[config.mk]
export PLATFORM = sky130hd
export DESIGN_NAME = mc_core_ctrl
export DESIGN_NICKNAME = d
export VERILOG_FILES = /design/src/rtl/mc_ctrl_pkg.sv /design/src/rtl/mc_core_ctrl_perf_cnt.sv /design/src/rtl/mc_core_ctrl.sv
export SDC_FILE = /design/constraint.sdc
export NUM_CORES = 1
export LEC_CHECK = 0
export CORE_MARGIN = 3
export CORE_UTILIZATION = 43
export CTS_CLUSTER_SIZE = 25
export DETAILED_ROUTE_END_ITERATION = 12
export PLACE_DENSITY = 0.88
export SLEW_MARGIN = 20
export SYNTH_ARGS = -nofsm -noshare
export SYNTH_HDL_FRONTEND = slang
export SYNTH_SLANG_ARGS = --single-unit
[constraint.sdc]
create_clock -name clk -period 2.19 [get_ports clk]
set_input_delay 0.219 -clock clk [delete_from_list [all_inputs] [get_ports clk]]
set_output_delay 0.219 -clock clk [all_outputs]
set_load 0.03 [all_outputs]
[src/rtl/mc_ctrl_pkg.sv]
// Shared types and opcode constants for the multi-cycle RV32I control FSM.
// Optional performance counters are enabled by defining CTRL_PERF_CNT_EN.
package mc_ctrl_pkg;

    typedef enum logic [2:0] {
        ST_HALT       = 3'd0,
        ST_FETCH_REQ  = 3'd1,
        ST_FETCH_WAIT = 3'd2,
        ST_DECODE     = 3'd3,
        ST_EXECUTE    = 3'd4,
        ST_MEM_REQ    = 3'd5,
        ST_MEM_WAIT   = 3'd6,
        ST_WRITEBACK  = 3'd7
    } ctrl_state_e;

    localparam logic [6:0] OPC_LUI    = 7'b0110111;
    localparam logic [6:0] OPC_AUIPC  = 7'b0010111;
    localparam logic [6:0] OPC_JAL    = 7'b1101111;
    localparam logic [6:0] OPC_JALR   = 7'b1100111;
    localparam logic [6:0] OPC_BRANCH = 7'b1100011;
    localparam logic [6:0] OPC_LOAD   = 7'b0000011;
    localparam logic [6:0] OPC_STORE  = 7'b0100011;
    localparam logic [6:0] OPC_OP_IMM = 7'b0010011;
    localparam logic [6:0] OPC_OP     = 7'b0110011;
    localparam logic [6:0] OPC_SYSTEM = 7'b1110011;

    typedef enum logic [1:0] {
        PC_SEL_PLUS4   = 2'd0,
        PC_SEL_PC_IMM  = 2'd1,
        PC_SEL_RS1_IMM = 2'd2
    } pc_sel_e;

    typedef enum logic [1:0] {
        WB_SEL_ALU  = 2'd0,
        WB_SEL_LOAD = 2'd1,
        WB_SEL_PC4  = 2'd2
    } wb_sel_e;

    // SYSTEM is only legal as ECALL/EBREAK (funct3 = 000)
    function automatic logic isLegalOpcode(input logic [6:0] opc, input logic [2:0] f3);
        case (opc)
            OPC_LUI, OPC_AUIPC, OPC_JAL, OPC_JALR, OPC_BRANCH,
            OPC_LOAD, OPC_STORE, OPC_OP_IMM, OPC_OP: return 1'b1;
            OPC_SYSTEM: return (f3 == 3'b000);
            default:    return 1'b0;
        endcase
    endfunction

endpackage

[src/rtl/mc_core_ctrl_perf_cnt.sv]
// Free-running 64-bit cycle and retired-instruction counters for mc_core_ctrl.
// Instantiated only when CTRL_PERF_CNT_EN is defined.
module mc_perf_cnt (
    input  logic        clk,
    input  logic        arst_n,
    input  logic        cycle_en_i,
    input  logic        instret_en_i,
    output logic [63:0] cycle_cnt_o,
    output logic [63:0] instret_cnt_o
);

    logic [63:0] cycle_q, cycle_d;
    logic [63:0] instret_q, instret_d;

    always_comb begin
        cycle_d   = cycle_en_i   ? cycle_q + 64'd1   : cycle_q;
        instret_d = instret_en_i ? instret_q + 64'd1 : instret_q;
    end

    always_ff @(posedge clk or negedge arst_n) begin
        if (!arst_n) begin
            cycle_q   <= 64'd0;
            instret_q <= 64'd0;
        end else begin
            cycle_q   <= cycle_d;
            instret_q <= instret_d;
        end
    end

    assign cycle_cnt_o   = cycle_q;
    assign instret_cnt_o = instret_q;

endmodule

[src/rtl/mc_core_ctrl.sv]
// Multi-cycle (non-pipelined) RV32I control FSM: fetch, decode, execute, memory, writeback.
// Define CTRL_PERF_CNT_EN to add the cycle_cnt/instret_cnt performance counters.
module mc_core_ctrl
    import mc_ctrl_pkg::*;
#(
    parameter int unsigned RESET_HALT = 0
) (
    input  logic        clk,
    input  logic        arst_n,
    input  logic        start,
    input  logic [6:0]  opcode,
    input  logic [2:0]  funct3,
    input  logic        branch_taken,
    output logic        imem_req,
    input  logic        imem_gnt,
    input  logic        imem_rvalid,
    output logic        dmem_req,
    output logic        dmem_we,
    input  logic        dmem_gnt,
    input  logic        dmem_rvalid,
    output logic        ir_en,
    output logic        pc_en,
    output logic [1:0]  pc_sel,
    output logic        alu_src_b,
    output logic [1:0]  wb_sel,
    output logic        rf_we,
    output logic        illegal,
`ifdef CTRL_PERF_CNT_EN
    output logic [63:0] cycle_cnt,
    output logic [63:0] instret_cnt,
`endif
    output logic        halted
);

    localparam ctrl_state_e RESET_STATE = (RESET_HALT != 0) ? ST_HALT : ST_FETCH_REQ;

    ctrl_state_e state_q, state_d;
    logic        illegal_q, illegal_d;
    pc_sel_e     pcSel;
    wb_sel_e     wbSel;

    logic isBranch, isLoad, isStore, isOp, isJal, isJalr, isEnvCall;

    always_comb begin
        isBranch  = (opcode == OPC_BRANCH);
        isLoad    = (opcode == OPC_LOAD);
        isStore   = (opcode == OPC_STORE);
        isOp      = (opcode == OPC_OP);
        isJal     = (opcode == OPC_JAL);
        isJalr    = (opcode == OPC_JALR);
        isEnvCall = (opcode == OPC_SYSTEM) && (funct3 == 3'b000);
    end

    always_ff @(posedge clk or negedge arst_n) begin
        if (!arst_n) begin
            state_q   <= RESET_STATE;
            illegal_q <= 1'b0;
        end else begin
            state_q   <= state_d;
            illegal_q <= illegal_d;
        end
    end

    always_comb begin
        state_d   = state_q;
        illegal_d = illegal_q;
        case (state_q)
            ST_HALT:       if (start) state_d = ST_FETCH_REQ;
            ST_FETCH_REQ:  if (imem_gnt) state_d = ST_FETCH_WAIT;
            ST_FETCH_WAIT: if (imem_rvalid) state_d = ST_DECODE;
            ST_DECODE: begin
                if (isEnvCall) begin
                    state_d = ST_HALT;
                end else if (isLegalOpcode(opcode, funct3)) begin
                    state_d = ST_EXECUTE;
                end else begin
                    state_d   = ST_HALT;
                    illegal_d = 1'b1;
                end
            end
            ST_EXECUTE: begin
                if (isBranch)               state_d = ST_FETCH_REQ;
                else if (isLoad || isStore) state_d = ST_MEM_REQ;
                else                        state_d = ST_WRITEBACK;
            end
            ST_MEM_REQ:    if (dmem_gnt) state_d = ST_MEM_WAIT;
            ST_MEM_WAIT: begin
                if (dmem_rvalid) state_d = isLoad ? ST_WRITEBACK : ST_FETCH_REQ;
            end
            ST_WRITEBACK:  state_d = ST_FETCH_REQ;
            default:       state_d = ST_HALT;
        endcase
    end

    // Outputs are forced low while reset is asserted, even though the reset state may request a fetch
    always_comb begin
        imem_req  = 1'b0;
        dmem_req  = 1'b0;
        dmem_we   = 1'b0;
        ir_en     = 1'b0;
        pc_en     = 1'b0;
        alu_src_b = 1'b0;
        rf_we     = 1'b0;
        halted    = 1'b0;
        pcSel     = PC_SEL_PLUS4;
        wbSel     = WB_SEL_ALU;
        if (arst_n) begin
            case (state_q)
                ST_HALT:       halted   = 1'b1;
                ST_FETCH_REQ:  imem_req = 1'b1;
                ST_FETCH_WAIT: ir_en    = imem_rvalid;
                ST_EXECUTE: begin
                    alu_src_b = !(isOp || isBranch);
                    if (isBranch) begin
                        pc_en = 1'b1;
                        pcSel = branch_taken ? PC_SEL_PC_IMM : PC_SEL_PLUS4;
                    end
                end
                ST_MEM_REQ: begin
                    dmem_req = 1'b1;
                    dmem_we  = isStore;
                end
                ST_MEM_WAIT:   pc_en = dmem_rvalid && !isLoad;
                ST_WRITEBACK: begin
                    rf_we = 1'b1;
                    pc_en = 1'b1;
                    if (isJal)       pcSel = PC_SEL_PC_IMM;
                    else if (isJalr) pcSel = PC_SEL_RS1_IMM;
                    if (isJal || isJalr) wbSel = WB_SEL_PC4;
                    else if (isLoad)     wbSel = WB_SEL_LOAD;
                end
                default: ;
            endcase
        end
    end

    assign pc_sel  = pcSel;
    assign wb_sel  = wbSel;
    assign illegal = illegal_q;

`ifdef CTRL_PERF_CNT_EN
    mc_perf_cnt u_perf_cnt (
        .clk          (clk),
        .arst_n       (arst_n),
        .cycle_en_i   (state_q != ST_HALT),
        .instret_en_i (pc_en),
        .cycle_cnt_o  (cycle_cnt),
        .instret_cnt_o(instret_cnt)
    );
`endif

endmodule

# == Word-level counts from Yosys, hierarchy flattened ==
# Index checks and enable logic that the tools add are counted.
# op_classes
add_sub_neg,0
n_mul,0
n_div,0
magnitude_cmp,0
n_eq_ne,22
n_shift,0
n_mux,41
bitwise,2
reduce_logical,12
# op_table
op,n
"== test 7 bit, second input constant",4
two-way mux 3 bit,9
one-hot mux 3 bit (8 select lines),1
"== test 7 x 6 -> 1 bit, second input constant",3
two-way mux 1 bit,21
"== test 7 x 5 -> 1 bit, second input constant",2
two-way mux 2 bit,7
"== test 3 bit, second input constant",4
"!= test 2 bit, second input constant",5
OR reduction 9 bit,1
"== test 7 x 2 -> 1 bit, second input constant",1
"== test 3 x 2 -> 1 bit, second input constant",2
zero test 3 bit,2
AND reduction 5 bit,1
one-hot mux 2 bit (2 select lines),1
"== test 3 x 1 -> 1 bit, second input constant",1
logical OR 1 bit,3
one-hot mux 1 bit (3 select lines),1
AND reduction 3 bit,1
logical AND 1 bit,2
zero test 1 bit,2
inverter 1 bit,2
one-hot mux 1 bit (2 select lines),1
# totals
register_bits,4
latchBits,0
ramBits,0
romBits,0
inputBits,18
elab_cells,79
memories,0

# == Logic depth before layout (Yosys ltp) ==
# Gate-level depths: netlist (run 1).
# depth
ltp_word,8
ltp_mapped,5
depth_no_buf,4

# == Worst setup path after synthesis (run 1) ==
# No wires, ideal clock.
# synth_path
path_kind,register to output
startpoint,register state_q[0]
endpoint,output pc_sel[1]
t_arrival_ns,2.004
required_ns,1.971
path_slack_ns,-0.033
stages_incl_launch_ff,5
path_cell_list,dfstp_2 buf_4 nand4_1 nor4_2 nor2b_1
# synth_via
elab_chain_cells,3
elab_cells_between_ends,4
classes_between,eq/ne: 2; mux: 2
# synth_lines
element,line_no,source
start: declaration,mc_core_ctrl.sv:37,"ctrl_state_e state_q, state_d;"
start signal: assignment,mc_core_ctrl.sv:59,state_q <= state_d;
== test 3 bit,mc_core_ctrl.sv:108,case (state_q)
one-hot mux 2 bit (2 select lines) *,mc_core_ctrl.sv:108,
two-way mux 2 bit *,mc_core_ctrl.sv:107,if (arst_n) begin
end: declaration,mc_core_ctrl.sv:23,"output logic [1:0] pc_sel,"
# Every way passes the cells marked *; elsewhere a longest branch is shown, timed or not.

# == Worst setup path after layout (run 1) ==
# layout_path
startpoint,register state_q[0]
endpoint,output pc_en
# layout_via
elab_chain_cells,3
elab_cells_between_ends,5
classes_between,eq/ne: 3; mux: 2
# layout_lines
element,line_no,source
== test 3 bit,mc_core_ctrl.sv:108,
one-hot mux 1 bit (3 select lines) *,mc_core_ctrl.sv:108,
two-way mux 1 bit *,mc_core_ctrl.sv:107,
end: declaration,mc_core_ctrl.sv:22,"output logic pc_en,"
# Marked as above.

==> results.md, run 1 <==
* # hold bufs at CTS at 0
* Grt ovf at 0
* Number of diodes at 0
* CTS buffer count at 3
* Die area at 0.00202 sq mm
* Top post-synthesis cells by area: dfrtp_1, nand2_1, nor2_1
* Core area at 0.00137 sq mm
* Largest net degree at the start of global routing at 18
* Tcrit/Tclk final at 96.0%
* Port Buffers at 30
* Critical-path cell list: buf_2, nor3_1, nand2_1, a21oi_1, dlygate4sd2_1
* PnR Total Power at 784 uW
* Pre-CTS WS at -0.112 ns
* Yosys cell types at 41
* First-pass GRT wire length at 3.75 mm
* Largest family of logic cells by synthesized area: simple AND/OR/NAND/NOR gates
* Hold Path Class: primary input to async pin
* Max Clk Rate at 476 MHz
* Worst slew pin tran at 0.376 ns
* ANT nets after route at 0
* CTS tree: yes
* Post-synthesis net count at 99
* Proportion of synthesized area in mux cells at 4.03%
* Dominant synthesized flop cell: dfrtp_1
* Post-synth EDFFs at 0
* Avg WL per Cell at 16.3 microns
* Initial Util at 47.7%
* Slowest stage delay, CP at 0.49 ns
* CTS sink cnt at 4
* RR Endpoint: state_q[0]
* Final setup viols at 0
* Syn Area/Cell at 8.05 sq um
* Clock Skews at 0.00336 ns
* Layout area overhead at 64.5%
* Pleak at 0.467 nW
* WL final at 2.29 mm
* Post-Synthesis Cells at 81
* Post-synth ARST share at 100%
* XOR/XNOR Fraction of Synth Area at 1.34%
* Max-cap viol count at 0
* Detailed Route Iter0 Violations at 27
* PnR worst setup slack at 0.0880 ns
* R2r setup slk at 0.53 ns
* Headroom to the max-slew limit at 74.6%
* GRT Overall Usage at 24.7%
* Share of cells above drive strength 1 at 32.8%
* Post-synthesis sequential area ratio at 15.5%
* Crit path kind: flip-flop to primary output
* Critical Path Source Type: flip-flop
* Max-slew violations at 0
* Syn. warnings at 0
* 1st-pass router iterations at 4
* Synth Area in Simple Gates at 43.0%
* Vias in the first global route at 857
* Post-synthesis adder-cell area fraction at 0%
* RSZ-0062 raised after global routing: no
* Initial antenna violation count at 0
* Chip Width at 44.9 microns
* Worst EP arrival at 1.88 ns
* Die height at 44.9 microns
* Clk Latency, worst-skew pair at 0.24 ns
* CP max FO at 7
* Via count at 853
* Reg2reg path depth at 5
* Slowest CP cell: dfstp_4
* Min Tclk post-route at 2.10 ns
* Power Dens Cells at 731 mW/mm^2
* Worst EP required at 1.97 ns
* Clock transition at path regs at 0.05 ns
* Most instantiated cells after synthesis: nand2_1, nor2_1
* Top cell type's share of synthesized area at 11.5%
* Root buffer cell: clkbuf_4
* Worst Setup EP: pc_en
* Final HPWL DP at 1.64 mm
* Max Root-Sink Buffers at 2
* CP Capture Type: primary output
* Via density per instance at 6.09
* Fillers at 107
* Synth Area in Compound Gates at 25.0%
* Nets at 144
* I/O pin total at 31
* Flops & latches, synth at 4
* Mapped Area at 652 sq um
* Peak supply drop at 381 uV
* Worst setup path startpoint: state_q[0]
* CTS HTree Levels at 1
* Count of final hold-check violations at 0
* Row count at 13
* Crit Reg-Reg Startpoint: state_q[2]
* Drt drc at 0
* RePlAce Congestion at 0.819
* Status: finished clean
* Leading area contributor after synthesis: dfrtp_1
==> worst max-delay path, delay by kind of cell (launching register included) <==
kind	cells	cell delay [ns]
AOI/OAI and AO/OA	1	0.15
DFF	1	0.49
buffers and inverters	2	0.59
and+or+nand+nor	2	0.41
==> how the worst min path moves through the flow <==
stage,start,end,slack (ns),cells after the start
2_1_floorplan,arst_n,illegal,-0.08,0
3_3_place_gp,arst_n,state_q[1],0.45,1
3_5_place_dp,illegal,illegal,0.45,2
6_report,arst_n,state_q[1],0.21,1
5_1_grt,arst_n,state_q[1],0.21,1
4_1_cts,arst_n,state_q[1],0.20,1
==> repair_timing <==
item / CTS / global route
gates cloned: 0 / 0
resized for setup: 1 / 5
buffers inserted: 0 / 4
endpoints found under the setup margin: 1 / 6
pin swaps: 0 / 2
==> registers in the layout, indices dropped and copies added (netlist names) <==
name / cells
state_q: 3
illegal: 1
==> power by group <==
part	switching, mW	internal (mW)
clock network	0.0375	0.0689
registers	0.0514	0.114
logic	0.263	0.249
total	0.352	0.432
==> area by class of cell <==
cell class / instances / area (sq um) / area share (%)
sequential: 4 / 106 / 9.92
inverter: 3 / 11.3 / 1.05
clock buffer: 4 / 26.3 / 2.45
timing repair buffer: 47 / 417 / 38.9
tap: 15 / 18.8 / 1.75
multi-input combinational: 67 / 493 / 46.0
==> cell families after synthesis <==
group / after synthesis
AOI/OAI and AO/OA: 19
xor gates and xnor gates: 1
buffers and inverters: 10
DFF: 4
muxes: 2
and+or+nand+nor: 45
==> cell usage in the layout (no fill, tap or decap), types with 2 or more instances in the layout <==
cell type | netlist | routed
buf_4 | 3 | 22
nand2_1 | 9 | 9
a31oi_1 | 2 | 2
o31ai_1 | 2 | 2
nor3_1 | 2 | 2
inv_1 | 3 | 3
and4b_1 | 2 | 2
nor2b_1 | 3 | 3
o21ai_1 | 2 | 2
nor2_2 | 2 | 2
nor2_1 | 9 | 9
clkbuf_4 | 0 | 3
nand2b_1 | 3 | 3
nand4bb_1 | 2 | 2
nand3b_1 | 2 | 2
a21oi_2 | 2 | 2
dfrtp_1 | 3 | 2
dlymetal6s2s_1 | 0 | 3
or3_1 | 2 | 2
clkdlybuf4s50_1 | 0 | 20
==> through the flow <==
stage	hold slack [ns]	utilization, %	std cells	instance area (sq um)	setup TNS [ns]
floorplan	-0.0766	-	81	667	-0.0244
global placement	0.450	73.7	132	1010	-0.0410
detailed placement	0.450	73.7	132	1010	-0.112
CTS	0.204	75.5	136	1030	0
global route	0.212	78.5	140	1070	0
finish	0.206	78.5	140	1070	0
==> metal layers <==
layer	track usage (%)	wire length [microns]	share of wire [%]	vias to the layer above
met3	2.79	226	9.9	11
li1	-	-	-	395
met1	28.7	802	35	384
met5	0	0	0	-
met4	9.94	97	4.2	0
met2	45.2	1160	51	63
No activity file was read; power rests on OpenSTA's default activity.
==> run 2, diff against run 1 <==
- CTS_BUF_LIST: unset -> sky130_fd_sc_hd__clkbuf_16
==> results.md, run 2 (synthesized netlist as in run 1, its figures left out) <==
* Status: finished clean
* Detailed Route Iter0 Violations at 34 (+26%)
* Worst slew pin tran at 0.322 ns (-0.0545 ns)
* Slowest CP cell: dfstp_4
* Drt drc at 0 (unchanged)
* Worst EP arrival at 1.86 ns (-0.02 ns)
* PnR worst setup slack at 0.113 ns (+0.0255 ns)
* Min Tclk post-route at 2.08 ns (-0.0255 ns)
* RePlAce Congestion at 0.819 (unchanged)
* CTS tree: yes
* CP max FO at 12 (+5)
* Hold Path Class: primary input to async pin
* Final HPWL DP at 1.64 mm (unchanged)
* Die height at 44.9 microns (unchanged)
* Vias in the first global route at 834 (-2.7%)
* Number of diodes at 0 (unchanged)
* ANT nets after route at 0 (unchanged)
* Max Root-Sink Buffers at 2 (unchanged)
* Critical-path cell list: nand2b_1, nor2_1, clkdlybuf4s50_1
* Row count at 13 (unchanged)
* Slowest stage delay, CP at 0.69 ns (+0.20 ns)
* Commonest non-fill, non-tap cell in the layout: buf_4
* Tcrit/Tclk final at 94.8% (-1.2 points)
* Port Buffers at 30 (unchanged)
* Grt ovf at 0 (unchanged)
* Final setup viols at 0 (unchanged)
* CTS sink cnt at 4 (unchanged)
* Core area at 0.00137 sq mm (unchanged)
* Max-cap viol count at 0 (unchanged)
* CP Capture Type: primary output
* Initial Util at 47.7% (unchanged)
* Most flops, register: state_q
* WL final at 2.30 mm (+0.39%)
* Clk Latency, worst-skew pair at 0.23 ns (about the same)
* Avg WL per Cell at 16.5 microns (+1.1%)
* Layout area overhead at 72.7%
* Max-slew violations at 0 (unchanged)
* Root buffer cell: clkbuf_16
* GRT Overall Usage at 26.8% (+2.0 points)
* Max Clk Rate at 482 MHz (+1.2%)
* Nets at 143 (-0.69%)
* Crit path kind: flip-flop to primary output
* Peak supply drop at 715 uV (+88%)
* Count of final hold-check violations at 0 (unchanged)
* Max reg flops at 3 (unchanged)
* 1st-pass router iterations at 4 (unchanged)
* Critical Path Source Type: flip-flop
* Power Dens Cells at 864 mW/mm^2 (+18%)
* Worst EP required at 1.97 ns (about the same)
* CTS buffer count at 3 (unchanged)
* Die area at 0.00202 sq mm (unchanged)
* Chip Width at 44.9 microns (unchanged)
* Final core utilization at 82.4% (+3.9 points)
* First-pass GRT wire length at 3.84 mm (+2.6%)
* Via count at 852 (-0.12%)
* Pleak at 0.490 nW (+5.0%)
* Pre-CTS WS at -0.112 ns (unchanged)
* Fin Hold WS at 0.217 ns (+0.0101 ns)
* Share of cells above drive strength 1 at 33.1% (+0.26 points)
* I/O pin total at 31 (unchanged)
* Clock Skews at 0.00269 ns (-0.000670 ns)
* Largest net degree at the start of global routing at 18 (unchanged)
* Via density per instance at 6.13 (+0.60%)
* Initial antenna violation count at 0 (unchanged)
* Clock transition at path regs at 0.04 ns (about the same)
* CTS HTree Levels at 1 (unchanged)
* Commonest non-fill, non-tap cells in the layout: buf_4, clkdlybuf4s50_1, nand2_1, nor2_1, inv_1
* Headroom to the max-slew limit at 78.5% (+4.0 points)
==> run 2: final timing paths <==
path                             from  depth (start not counted)  slack, ns    endpoint
min                            arst_n                          1       0.22  state_q[1]
max in group asynchronous      arst_n                          2       1.66     illegal
min in group clk              illegal                          2       0.46     illegal
max                        state_q[0]                          3       0.11    imem_req
max reg2reg                state_q[2]                          5       0.53  state_q[0]
min reg2reg                   illegal                          2       0.46     illegal
==> run 2: metal layers <==
metal / up-vias / GRT usage [%] / wire, microns
li1: 394 / - / -
met4: 0 / 10.5 / 106
met5: - / 0 / 0
met1: 383 / 30.4 / 839
met2: 60 / 46.0 / 1120
met3: 15 / 8.37 / 234
==> run 2: timing repair <==
item,in CTS,in global routing
hold buffers,0,0
buffers inserted,0,3
endpoints found under the setup margin,1,5
pin swaps,0,2
resized for setup,1,6
==> run 2: metrics by stage <==
| step | setup TNS (ns) | power [mW] | area, sq um | std cells |
|---|---|---|---|---|
| 3_3_place_gp | -0.0410 | 0.580 | 1010 | 132 |
| 5_1_grt | -0.00529 | 1.02 | 1130 | 139 |
| 2_1_floorplan | -0.0244 | 0.469 | 667 | 81 |
| 6_report | 0 | 0.973 | 1130 | 139 |
| 4_1_cts | 0 | 0.913 | 1080 | 136 |
| 3_5_place_dp | -0.112 | 0.595 | 1010 | 132 |
==> run 2: cell type report <==
class,count,area (sq um)
sequential,4,106
clock inverter,1,3.75
fill,98,240
timing repair buffer,46,412
inverter,3,11.3
multi-input combinational,67,499
clock buffer,3,75.1
tap,15,18.8
==> run 2: critical path, delay by kind of cell (launching register included) <==
| family | cells | cell delay, ns |
|---|---|---|
| buffers and inverters | 1 | 0.67 |
| DFF | 1 | 0.69 |
| and+or+nand+nor | 2 | 0.26 |
==> run 2: where the power goes <==
part	internal [mW]	switching [mW]	total [mW]
Combinational	0.242	0.240	0.482
Sequential	0.115	0.0678	0.183
Clock	0.237	0.0706	0.308
Total	0.595	0.379	0.973
==> run 3, diff against run 2 <==
- ABC_CLOCK_PERIOD_IN_PS: unset -> 2190
==> results of run 3 <==
The final DEF is identical to that of run 2; final timing and power are the same.
